## config.mk

```make
export PLATFORM = sky130hd
export DESIGN_NAME = tdm_demux2
export DESIGN_NICKNAME = d
export VERILOG_FILES = /design/src/rtl/tdm_demux2.sv
export SDC_FILE = /design/constraint.sdc
export NUM_CORES = 1
export LEC_CHECK = 0
export CORE_AREA = 3 3 87 68
export CTS_BUF_LIST = sky130_fd_sc_hd__clkbuf_16
export CTS_CLUSTER_DIAMETER = 120
export DETAILED_ROUTE_END_ITERATION = 12
export DIE_AREA = 0 0 90 71
export SLEW_MARGIN = 5
export SYNTH_ARGS = -nofsm -noshare
export SYNTH_HDL_FRONTEND = slang
export SYNTH_SLANG_ARGS = --single-unit
```

## constraint.sdc

```tcl
create_clock -name CLK -period 2.65 [get_ports CLK]
set_input_delay 0.6625 -clock CLK [delete_from_list [all_inputs] [get_ports CLK]]
set_output_delay 0.6625 -clock CLK [all_outputs]
set_load 0.1 [all_outputs]
```

## src/rtl/tdm_demux2.sv

```systemverilog
// Two-channel TDM serial-to-parallel receiver with SYNC framing recovery.
// Define TDM_DEMUX2_PARITY_EN to add a per-word even-parity bit and check.
module tdm_demux2 #(
    parameter int WIDTH = 8,
    parameter int CNT_W = 5
) (
    input  logic             CLK,
    input  logic             RSTbar,
    input  logic             Gbar,
    input  logic             DIN,
    input  logic             SYNC,
    output logic [WIDTH-1:0] A_OUT,
    output logic [WIDTH-1:0] B_OUT,
    output logic             VALID,
    output logic             FRAME_ERR,
    output logic             PAR_ERR
);

    typedef enum logic [2:0] {
        HUNT,
        CH_A,
        CH_B
`ifdef TDM_DEMUX2_PARITY_EN
        ,
        PAR_A,
        PAR_B
`endif
    } state_t;

    state_t           state_q, state_d;
    logic [CNT_W-1:0] cnt_q, cnt_d;
    logic [WIDTH-1:0] a_sr_q, a_sr_d;
    logic [WIDTH-1:0] b_sr_q, b_sr_d;
    logic [WIDTH-1:0] a_out_q, a_out_d;
    logic [WIDTH-1:0] b_out_q, b_out_d;
    logic             valid_q, valid_d;
    logic             ferr_q, ferr_d;
    logic             perr_q, perr_d;
`ifdef TDM_DEMUX2_PARITY_EN
    logic             pa_err_q, pa_err_d;
`endif

    logic [WIDTH-1:0] a_next, b_next;
    logic [CNT_W-1:0] cnt_inc;
    logic             last;
    logic             start;

    assign a_next  = {a_sr_q[WIDTH-2:0], DIN};
    assign b_next  = {b_sr_q[WIDTH-2:0], DIN};
    assign cnt_inc = cnt_q + CNT_W'(1);
    assign last    = (cnt_inc == CNT_W'(WIDTH));

    always_comb begin
        state_d = state_q;
        cnt_d   = cnt_q;
        a_sr_d  = a_sr_q;
        b_sr_d  = b_sr_q;
        a_out_d = a_out_q;
        b_out_d = b_out_q;
        valid_d = 1'b0;
        ferr_d  = 1'b0;
        perr_d  = 1'b0;
        start   = 1'b0;
`ifdef TDM_DEMUX2_PARITY_EN
        pa_err_d = pa_err_q;
`endif
        if (!Gbar) begin
            unique case (state_q)
                HUNT: begin
                    start = SYNC;
                end
                CH_A: begin
                    // cnt_q==0 here means a frame just ended and SYNC is due
                    if (cnt_q == '0) begin
                        if (SYNC) begin
                            start = 1'b1;
                        end else begin
                            ferr_d  = 1'b1;
                            state_d = HUNT;
                        end
                    end else if (SYNC) begin
                        ferr_d = 1'b1;
                        start  = 1'b1;
                    end else begin
                        a_sr_d = a_next;
                        cnt_d  = cnt_inc;
                        if (last) begin
                            cnt_d = '0;
`ifdef TDM_DEMUX2_PARITY_EN
                            state_d = PAR_A;
`else
                            state_d = CH_B;
`endif
                        end
                    end
                end
                CH_B: begin
                    if (SYNC) begin
                        ferr_d = 1'b1;
                        start  = 1'b1;
                    end else begin
                        b_sr_d = b_next;
                        cnt_d  = cnt_inc;
                        if (last) begin
                            cnt_d = '0;
`ifdef TDM_DEMUX2_PARITY_EN
                            state_d = PAR_B;
`else
                            state_d = CH_A;
                            a_out_d = a_sr_q;
                            b_out_d = b_next;
                            valid_d = 1'b1;
`endif
                        end
                    end
                end
`ifdef TDM_DEMUX2_PARITY_EN
                PAR_A: begin
                    if (SYNC) begin
                        ferr_d = 1'b1;
                        start  = 1'b1;
                    end else begin
                        pa_err_d = DIN ^ (^a_sr_q);
                        state_d  = CH_B;
                        cnt_d    = '0;
                    end
                end
                PAR_B: begin
                    if (SYNC) begin
                        ferr_d = 1'b1;
                        start  = 1'b1;
                    end else begin
                        state_d = CH_A;
                        cnt_d   = '0;
                        a_out_d = a_sr_q;
                        b_out_d = b_sr_q;
                        valid_d = 1'b1;
                        perr_d  = pa_err_q | (DIN ^ (^b_sr_q));
                    end
                end
`endif
                default: begin
                    state_d = HUNT;
                    cnt_d   = '0;
                end
            endcase
            if (start) begin
                a_sr_d  = {{(WIDTH-1){1'b0}}, DIN};
                cnt_d   = CNT_W'(1);
                state_d = CH_A;
            end
        end
    end

    always_ff @(posedge CLK or negedge RSTbar) begin
        if (!RSTbar) begin
            state_q <= HUNT;
            cnt_q   <= '0;
            a_sr_q  <= '0;
            b_sr_q  <= '0;
            a_out_q <= '0;
            b_out_q <= '0;
            valid_q <= 1'b0;
            ferr_q  <= 1'b0;
            perr_q  <= 1'b0;
        end else begin
            state_q <= state_d;
            cnt_q   <= cnt_d;
            a_sr_q  <= a_sr_d;
            b_sr_q  <= b_sr_d;
            a_out_q <= a_out_d;
            b_out_q <= b_out_d;
            valid_q <= valid_d;
            ferr_q  <= ferr_d;
            perr_q  <= perr_d;
        end
    end

`ifdef TDM_DEMUX2_PARITY_EN
    always_ff @(posedge CLK or negedge RSTbar) begin
        if (!RSTbar) begin
            pa_err_q <= 1'b0;
        end else begin
            pa_err_q <= pa_err_d;
        end
    end
`endif

    assign A_OUT     = a_out_q;
    assign B_OUT     = b_out_q;
    assign VALID     = valid_q;
    assign FRAME_ERR = ferr_q;
    assign PAR_ERR   = perr_q;

endmodule

```

==> results of run 1 <==
through the flow:
stage	total power [W]	worst slack [ps]	cells	hold WS [ps]	cell area (um^2)
3_3_place_gp	0.001200	253.0	247	481.5	2091
2_1_floorplan	0.001102	447.9	152	366.9	1831
4_1_cts	0.001823	509.8	255	507.1	2235
5_1_grt	0.001930	329.2	255	530.2	2235
3_5_place_dp	0.001223	229.2	247	493.6	2091
6_report	0.001803	482.6	255	502.4	2235
registers in the layout, summed over array words and instances (netlist names):
signal     cells
A_OUT          8
B_OUT          8
a_sr_q         8
b_sr_q         7
cnt_q          5
state_q        2
FRAME_ERR      1
VALID          1
layer usage:
metal / part of all wire [%] / vias to the layer above / wire [um] / GRT usage, %
met2: 45 / 29 / 1579 / 18.87
met1: 48 / 603 / 1669 / 16.25
met3: 3.9 / 10 / 136 / 3.401
li1: - / 586 / - / -
met5: 0 / - / 0 / 0
met4: 2.6 / 0 / 89 / 7.131
tightest hold or removal path, delay by kind of cell (launching register included):
kind | cells | cell delay (ps)
DFF | 1 | 350
and+or+nand+nor | 1 | 50
AOI/OAI and AO/OA | 1 | 60
placed cells by master, fill, tap and decap left out, types with 3 or more instances in the layout:
cell type,n
dfrtp_1,40
clkbuf_16,5
ha_1,7
o21ai_0,12
nor2_1,3
mux2_2,24
buf_4,22
inv_1,7
nand2_1,20
clkdlybuf4s50_1,3
final cells by class:
class	instances	area share (%)
repair buffers	27	9.854
inverters	7	1.176
clock buffers	5	5.599
well taps	75	4.199
multi-input cells	98	33.54
clock inverters	3	0.8399
flip-flops and latches	40	44.79
path summary, 6_finish.rpt:
path / startpoint / to / cells after the start
hold reg to reg: a_sr_q[7]$_DFFE_PN0P_ / a_sr_q[7]$_DFFE_PN0P_ / 2
setup reg to reg: state_q[0]$_DFFE_PN0P_ / cnt_q[4]$_DFFE_PN0P_ / 6
setup / recovery: SYNC / cnt_q[4]$_DFFE_PN0P_ / 5
hold / removal: a_sr_q[7]$_DFFE_PN0P_ / a_sr_q[7]$_DFFE_PN0P_ / 2
min in group asynchronous: RSTbar / A_OUT[3]$_DFFE_PN0P_ / 1
max in group asynchronous: RSTbar / B_OUT[1]$_DFFE_PN0P_ / 1
kinds of logic after synthesis:
logic type | after synthesis | synth area share, %
other | 1 | 0.2049
multiplexers | 26 | 15.86
flip-flops | 40 | 54.68
AND/OR/NAND/NOR | 38 | 10.53
AO/OA/AOI/OAI | 24 | 8.612
XOR/XNOR | 2 | 0.9571
buffers and inverters | 14 | 4.375
adder cells (fa/ha/maj) | 7 | 4.784
report_power, final:
group          switching, W  internal (W)  total, W
Sequential        0.0000840      0.000688  0.000772
Clock              0.000236      0.000345  0.000581
Combinational      0.000266      0.000184  0.000450
==> flow_metrics.env, run 1 <==
export IMPL_netlist_top_cells_count="40 x dfrtp_1, 24 x mux2_2, 20 x nand2_1"
export IMPL_yosys_warnings=0
export IMPL_cp_max_fo=10
export IMPL_core_area_um2=5238
export IMPL_critical_path_arrival_ps=2390
export IMPL_final_setup_viol_count=0
export IMPL_dieArea_um2=6390
export IMPL_crit_chain="clkdlybuf4s50_1 -> nand2b_1 -> a21o_1 -> or4_1 -> nand2_1"
export IMPL_numPortBuffers=22
export IMPL_cts_tree="yes"
export IMPL_die_w_um=90
export IMPL_final_layout_size_suffix_gt1_share_pct=31.67
export IMPL_drt_total_wl_mm=3.474
export IMPL_power_density_nw_per_um2=806.9
export IMPL_grt_pass1_wl_mm=6.168
export IMPL_fmax_mhz=461.4
export IMPL_critPathMaxStageDelay_ps=620
export IMPL_syn_area_um2=1831
export IMPL_num_fill_cells=498
export IMPL_cts_sinks=40
export IMPL_rows=23
export IMPL_gp_congestion=0.8186
export IMPL_vias=1228
export IMPL_dp_final_hpwl_mm=2.476
export IMPL_critical_path_slowest_cell="clkdlybuf4s50_1"
export IMPL_multi_input_area_um2=749.5
export IMPL_synth_edf_count=0
export IMPL_cp_required_ps=2870
export IMPL_fin_util_pct=42.67
export IMPL_rsz0062_at_grt="no"
export IMPL_hold_viol=0
export IMPL_syn_to_final_growth_pct=22.08
export IMPL_crit_buf_inv=1
export IMPL_synth_flop_cell="dfrtp_1"
export IMPL_diodes=0
export IMPL_synth_seq_area_share_pct=54.68
export IMPL_worstSetupStartpointType="primary input"
export IMPL_drt_iter0_drc=64
export IMPL_critPathTopFamily="simple AND/OR/NAND/NOR gates"
export IMPL_fin_crit_ps=2167
export IMPL_floorplan_initialDensity_pct=34.95
export IMPL_ant_nets=0
export IMPL_cts_setup_buffers=0
export IMPL_drcViolationCount=0
export IMPL_drt_pass1_iterations=4
export IMPL_dieHeight_um=71
export IMPL_period_share_pct=81.79
export IMPL_ff2ff_setup_slack_ps=510
export IMPL_cp_end_kind="register"
export IMPL_clock_latency_ps=280
export IMPL_leakage_nw=1.088
export IMPL_antenna_found_initial=0
export IMPL_status="finished clean"
export IMPL_synthArstFlopShare_pct=100.0
export IMPL_htree_levels=2
export IMPL_syn_avg_cell_area_um2=12.04
export IMPL_cts_resized=0
export IMPL_post_synth_top_area_fraction_pct=54.68
export IMPL_wl_per_cell_um=13.62
export IMPL_clockBufferDepth=2
export IMPL_max_vdd_ir_drop_mv=0.3783
export IMPL_ys_ff_latch=40
export IMPL_grt_pass1_vias=1265
export IMPL_hold_buffers=0
export IMPL_yosysMostFrequentCell="dfrtp_1"
export IMPL_synth_cell_types=33
export IMPL_skew_ps=6.424
export IMPL_drv_cap=0
export IMPL_synth_cells=152
export IMPL_num_nets_final=191
export IMPL_numCtsBuffers=5
export IMPL_synth_nets=164
export IMPL_grt_usage_pct=12.47
export IMPL_synth_top_area_cell="dfrtp_1"
export IMPL_drv_slew=0
export IMPL_tns_ps=0
export IMPL_drt_vias_per_instance=4.816
export IMPL_register_area_um2=1001
export IMPL_pin_count=24
export IMPL_tightest_slew_ps=893.9
export IMPL_max_slew_margin_rel_pct=40.40
export IMPL_grt_max_degree=41
export IMPL_critical_path_class="in2reg"
export IMPL_synthTopCellsByArea="dfrtp_1 55%, mux2_2 15%, ha_1 4.8%"
export IMPL_cts_root_buffer="clkbuf_16"
export IMPL_grt_overflow_total=0
export IMPL_hold_class="reg2reg"
export IMPL_clk_pin_slew_worst_paths_ps=60
Note: power is estimated with default switching activity, not from simulation.
==> run 2: changes to the inputs <==
==> constraint.sdc (replaced) <==
create_clock -name CLK -period 2.1 [get_ports CLK]
set_input_delay 0.525 -clock CLK [delete_from_list [all_inputs] [get_ports CLK]]
set_output_delay 0.525 -clock CLK [all_outputs]
set_load 0.1 [all_outputs]
==> flow_metrics.env, run 2 (same netlist as run 1, synthesis figures left out) <==
export IMPL_numCtsBuffers=5
export IMPL_critical_path_class="reg2reg"
export IMPL_hold_class="in2async"
export IMPL_clock_latency_ps=280
export IMPL_num_nets_final=200
export IMPL_max_vdd_ir_drop_mv=0.4102
export IMPL_drv_cap=0
export IMPL_grt_usage_pct=11.69
export IMPL_period_share_pct=93.96
export IMPL_drt_iter0_drc=61
export IMPL_drcViolationCount=0
export IMPL_power_density_nw_per_um2=1051
export IMPL_wl_met3_um=135
export IMPL_cp_max_fo=17
export IMPL_leakage_nw=1.163
export IMPL_htree_levels=2
export IMPL_diodes=0
export IMPL_drt_total_wl_mm=3.514
export IMPL_max_slew_margin_rel_pct=65.40
export IMPL_clockBufferDepth=2
export IMPL_layout_commonest_cell="dfrtp_1"
export IMPL_pin_count=24
export IMPL_critical_path_arrival_ps=2130
export IMPL_gp_congestion=0.8477
export IMPL_ant_nets=0
export IMPL_fmax_mhz=506.8
export IMPL_status="finished clean"
export IMPL_rsz0062_at_grt="no"
export IMPL_num_fill_cells=501
export IMPL_clk_pin_slew_worst_paths_ps=60
export IMPL_cp_end_kind="register"
export IMPL_core_area_um2=5238
export IMPL_fin_util_pct=44.72
export IMPL_dp_final_hpwl_mm=2.547
export IMPL_cp_required_ps=2260
export IMPL_hold_viol=0
export IMPL_cts_sinks=40
export IMPL_fin_crit_ps=1973
export IMPL_wl_met2_mm=1.678
export IMPL_final_layout_size_suffix_gt1_share_pct=35.98
export IMPL_worst_slack_ps=126.7
export IMPL_final_setup_viol_count=0
export IMPL_antenna_found_initial=0
export IMPL_drv_slew=0
export IMPL_most_common_layout_cells="39 x dfrtp_1, 31 x buf_4, 24 x mux2_2, 20 x nand2_1, 12 x o21ai_0"
export IMPL_drt_met1_wl_mm=1.669
export IMPL_floorplan_initialDensity_pct=34.95
export IMPL_grt_pass1_wl_mm=6.009
export IMPL_die_w_um=90
export IMPL_grt_max_degree=41
export IMPL_grt_overflow_total=0
export IMPL_cts_tree="yes"
export IMPL_dieArea_um2=6390
export IMPL_cts_root_buffer="clkbuf_16"
export IMPL_routed_top_layer="met4"
export IMPL_wl_per_cell_um=13.31
export IMPL_worstSetupStartpointType="register"
export IMPL_drt_vias_per_instance=4.777
export IMPL_vias=1261
export IMPL_syn_to_final_growth_pct=27.96
export IMPL_place_ws_ps=-209.0
export IMPL_numPortBuffers=22
export IMPL_tightest_slew_ps=511.8
export IMPL_dieHeight_um=71
export IMPL_drt_pass1_iterations=4
export IMPL_skew_ps=3.502
export IMPL_rows=23
export IMPL_grt_pass1_vias=1253
## run 2: layout make-up
| cell class | instances | area (um^2) | share of cell area (%) |
|---|---|---|---|
| inverter | 7 | 26.28 | 1.122 |
| sequential | 40 | 1002 | 42.79 |
| clock inverter | 3 | 42.54 | 1.816 |
| clock buffer | 5 | 125.1 | 5.342 |
| tap | 75 | 93.84 | 4.006 |
| multi-input combinational | 98 | 762.0 | 32.53 |
| timing repair buffer | 36 | 290.3 | 12.39 |
## run 2: final timing paths
kind	slack [ps]	to	from	depth (start not counted)
worst max-delay path	130	B_OUT[6]$_DFFE_PN0P_	cnt_q[1]$_DFFE_PN0P_	7
worst min-delay path	300	A_OUT[3]$_DFFE_PN0P_	RSTbar	2
worst max register to register	130	B_OUT[6]$_DFFE_PN0P_	cnt_q[1]$_DFFE_PN0P_	7
worst min register to register	480	a_sr_q[7]$_DFFE_PN0P_	a_sr_q[7]$_DFFE_PN0P_	2
max in group asynchronous	1420	cnt_q[1]$_DFFE_PN0P_	RSTbar	2
min in group CLK	480	a_sr_q[7]$_DFFE_PN0P_	a_sr_q[7]$_DFFE_PN0P_	2
## run 2: metrics by stage
step / setup TNS [ps] / hold WS (ps) / cell area [um^2] / instances / total power [W]
after floorplan: 0 / 229.4 / 1837 / 152 / 0.001393
after global placement: -3541 / 472.0 / 2157 / 255 / 0.001564
after detailed placement: -5145 / 476.1 / 2157 / 255 / 0.001597
after CTS: 0 / 319.8 / 2325 / 263 / 0.002459
after global routing: 0 / 356.2 / 2342 / 264 / 0.002597
final: 0 / 297.8 / 2342 / 264 / 0.002462
## run 2: metal layers
metal  up-vias  global-route usage (%)
li1        606                       -
met1       622                   15.54
met2        31                   18.63
met3         2                   3.507
met4         0                   3.565
met5         -                       0
## run 2: what timing repair did
| action | CTS | global route |
|---|---|---|
| hold buffers | 0 | 0 |
| setup endpoints to repair | 0 | 21 |
| endpoints found under the hold margin | 0 | 0 |
| gates resized for setup | 0 | 3 |
| buffers inserted | 0 | 1 |
## run 2: critical path, cell delays in order, from the launching register on
cell and delay (ps):
dfrtp_2 430, ha_1 210, nor4b_2 270, a41o_1 160, nand2b_1 120, nor2_2 150
buf_12 170, mux2_2 350
## run 2: power by group
part	internal [W]	leakage (nW)	switching (W)	total (W)
logic	0.000290	0.537	0.000351	0.000641
registers	0.000869	0.545	0.0000950	0.000964
clock network	0.000558	0.0814	0.000299	0.000857
==> run 3: changes to the inputs <==
--- a/config.mk
+++ b/config.mk
@@ -6,7 +6,7 @@
 export NUM_CORES = 1
 export LEC_CHECK = 0
 export CORE_AREA = 3 3 87 68
-export CTS_BUF_LIST = sky130_fd_sc_hd__clkbuf_16
+export CTS_BUF_LIST = sky130_fd_sc_hd__clkbuf_2
 export CTS_CLUSTER_DIAMETER = 120
 export DETAILED_ROUTE_END_ITERATION = 12
 export DIE_AREA = 0 0 90 71
==> flow_metrics.env, run 3 (same netlist as run 1, synthesis figures left out) <==
export IMPL_final_layout_size_suffix_gt1_share_pct=35.98
export IMPL_crit_chain="inv_1 -> ha_1 -> a221o_1 -> a21o_1 -> or4_1 -> nand2_1"
export IMPL_wl_per_cell_um=13.31
export IMPL_most_common_layout_cells="39 x dfrtp_1, 31 x buf_4, 24 x mux2_2, 20 x nand2_1, 12 x o21ai_0"
export IMPL_clk_pin_slew_worst_paths_ps=220
export IMPL_critPathMaxStageDelay_ps=470
export IMPL_stdcell_count=264
export IMPL_syn_to_final_growth_pct=22.35
export IMPL_grtUsageMet3_pct=3.188
export IMPL_use_met1_pct=15.47
export IMPL_status="finished clean"
export IMPL_worstSetupStartpointType="register"
export IMPL_drt_iter0_drc=55
export IMPL_diodes=0
export IMPL_drv_slew=0
export IMPL_drt_total_wl_mm=3.513
export IMPL_floorplan_initialDensity_pct=34.95
export IMPL_tns_ps=0
export IMPL_leakage_nw=1.113
export IMPL_period_share_pct=94.55
export IMPL_crit_path_end="cnt_q[4]$_DFFE_PN0P_"
export IMPL_dp_final_hpwl_mm=2.547
export IMPL_layout_commonest_cell="dfrtp_1"
export IMPL_cts_root_buffer="clkbuf_2"
export IMPL_grt_pass1_wl_mm=5.968
export IMPL_dieArea_um2=6390
export IMPL_pin_count=24
export IMPL_cp_required_ps=2460
export IMPL_gp_congestion=0.8477
export IMPL_clock_latency_ps=390
export IMPL_skew_ps=13.13
export IMPL_fmax_mhz=503.7
export IMPL_clockBufferDepth=2
export IMPL_htree_levels=2
export IMPL_drt_pass1_iterations=4
export IMPL_numPortBuffers=22
export IMPL_place_inst=255
export IMPL_ant_nets=0
export IMPL_drv_cap=0
export IMPL_numCtsBuffers=5
export IMPL_hold_buffers=0
export IMPL_cp_max_fo=5
export IMPL_grt_max_degree=41
export IMPL_max_vdd_ir_drop_mv=0.4087
export IMPL_use_met2_pct=18.54
export IMPL_cp_end_kind="register"
export IMPL_antenna_found_initial=0
export IMPL_cts_sinks=40
export IMPL_r2r_end="cnt_q[4]$_DFFE_PN0P_"
export IMPL_fin_crit_ps=1986
export IMPL_grt_pass1_vias=1247
export IMPL_final_setup_viol_count=0
export IMPL_die_w_um=90
export IMPL_drcViolationCount=0
export IMPL_hold_viol=0
export IMPL_critical_path_slowest_cell="dfrtp_1"
export IMPL_dieHeight_um=71
export IMPL_grt_overflow_total=0
export IMPL_grt_usage_pct=11.72
export IMPL_power_density_nw_per_um2=924.0
export IMPL_core_area_um2=5238
export IMPL_cts_tree="yes"
export IMPL_drt_vias_per_instance=4.761
export IMPL_critical_path_class="reg2reg"
export IMPL_rr_worst_depth=6
export IMPL_crit_start="state_q[0]$_DFFE_PN0P_"
export IMPL_ff2ff_setup_slack_ps=110
export IMPL_hold_class="in2async"
export IMPL_vias=1257
export IMPL_critical_path_arrival_ps=2340
export IMPL_grt_busiest_layer="met2"
export IMPL_r2r_start="state_q[0]$_DFFE_PN0P_"
export IMPL_rsz0062_at_grt="no"
export IMPL_rows=23
export IMPL_tightest_slew_ps=543.3
export IMPL_num_nets_final=200
export IMPL_max_slew_margin_rel_pct=63.27
-- run 3: changes by cell type in the layout (fill, tap and decap cells not counted), sizes merged --
cell / before / now
clkdlybuf4s50: 2 / 3
dlymetal6s2s: 1 / 0
-- run 3: report_power, final --
| part | internal, W | leakage [nW] | switching, W |
|---|---|---|---|
| logic | 0.000290 | 0.528 | 0.000351 |
| clock network | 0.000200 | 0.0406 | 0.000265 |
| registers | 0.000868 | 0.545 | 0.0000968 |
-- run 3: layout make-up --
cell class | instances | area, um^2
Clock inverter | 3 | 42.54
Inverter | 7 | 26.28
Fill cell | 518 | 2998
Clock buffer | 5 | 25.02
Multi-Input combinational cell | 98 | 762.0
Tap cell | 75 | 93.84
Timing Repair Buffer | 36 | 287.8
Sequential cell | 40 | 1002
-- run 3: repair_timing --
item / CTS / global route
endpoints found under the hold margin: 0 / 0
gates resized for setup: 0 / 2
setup buffers: 0 / 1
setup endpoints to repair: 0 / 22
-- run 3: worst min path at each step --
stage,start,to,slack (ps),cells past startpoint
floorplan,RSTbar,A_OUT[0]$_DFFE_PN0P_,230,0
global placement,a_sr_q[7]$_DFFE_PN0P_,a_sr_q[7]$_DFFE_PN0P_,470,2
detailed placement,a_sr_q[7]$_DFFE_PN0P_,a_sr_q[7]$_DFFE_PN0P_,480,2
CTS,RSTbar,a_sr_q[7]$_DFFE_PN0P_,140,2
global route,RSTbar,a_sr_q[7]$_DFFE_PN0P_,150,2
finish,RSTbar,A_OUT[3]$_DFFE_PN0P_,140,2
-- run 3: worst max-delay path, delay by kind of cell, from the launching register on --
kind	cells	cell delay (ps)
AO/OA/AOI/OAI	2	520
adder cells (fa/ha/maj)	1	320
buffers and inverters	1	110
flip-flops	1	470
AND/OR/NAND/NOR	2	540
-- run 3: stage by stage --
stage | util, % | setup WS (ps) | hold slack (ps) | total power, W | area (um^2)
floorplan | - | 33.85 | 229.4 | 0.001393 | 1837
global placement | 41.18 | -151.0 | 472.0 | 0.001564 | 2157
detailed placement | 41.18 | -209.0 | 476.1 | 0.001597 | 2157
CTS | 42.47 | 54.97 | 140.8 | 0.002067 | 2225
global route | 42.76 | 24.93 | 154.4 | 0.002197 | 2240
finish | 42.76 | 114.5 | 137.2 | 0.002070 | 2240
-- run 3: layer usage --
| layer | share of wire (%) | vias up |
|---|---|---|
| met5 | 0 | - |
| met4 | 1.7 | 0 |
| met3 | 4.0 | 7 |
| met2 | 47 | 31 |
| met1 | 47 | 614 |
| li1 | - | 605 |
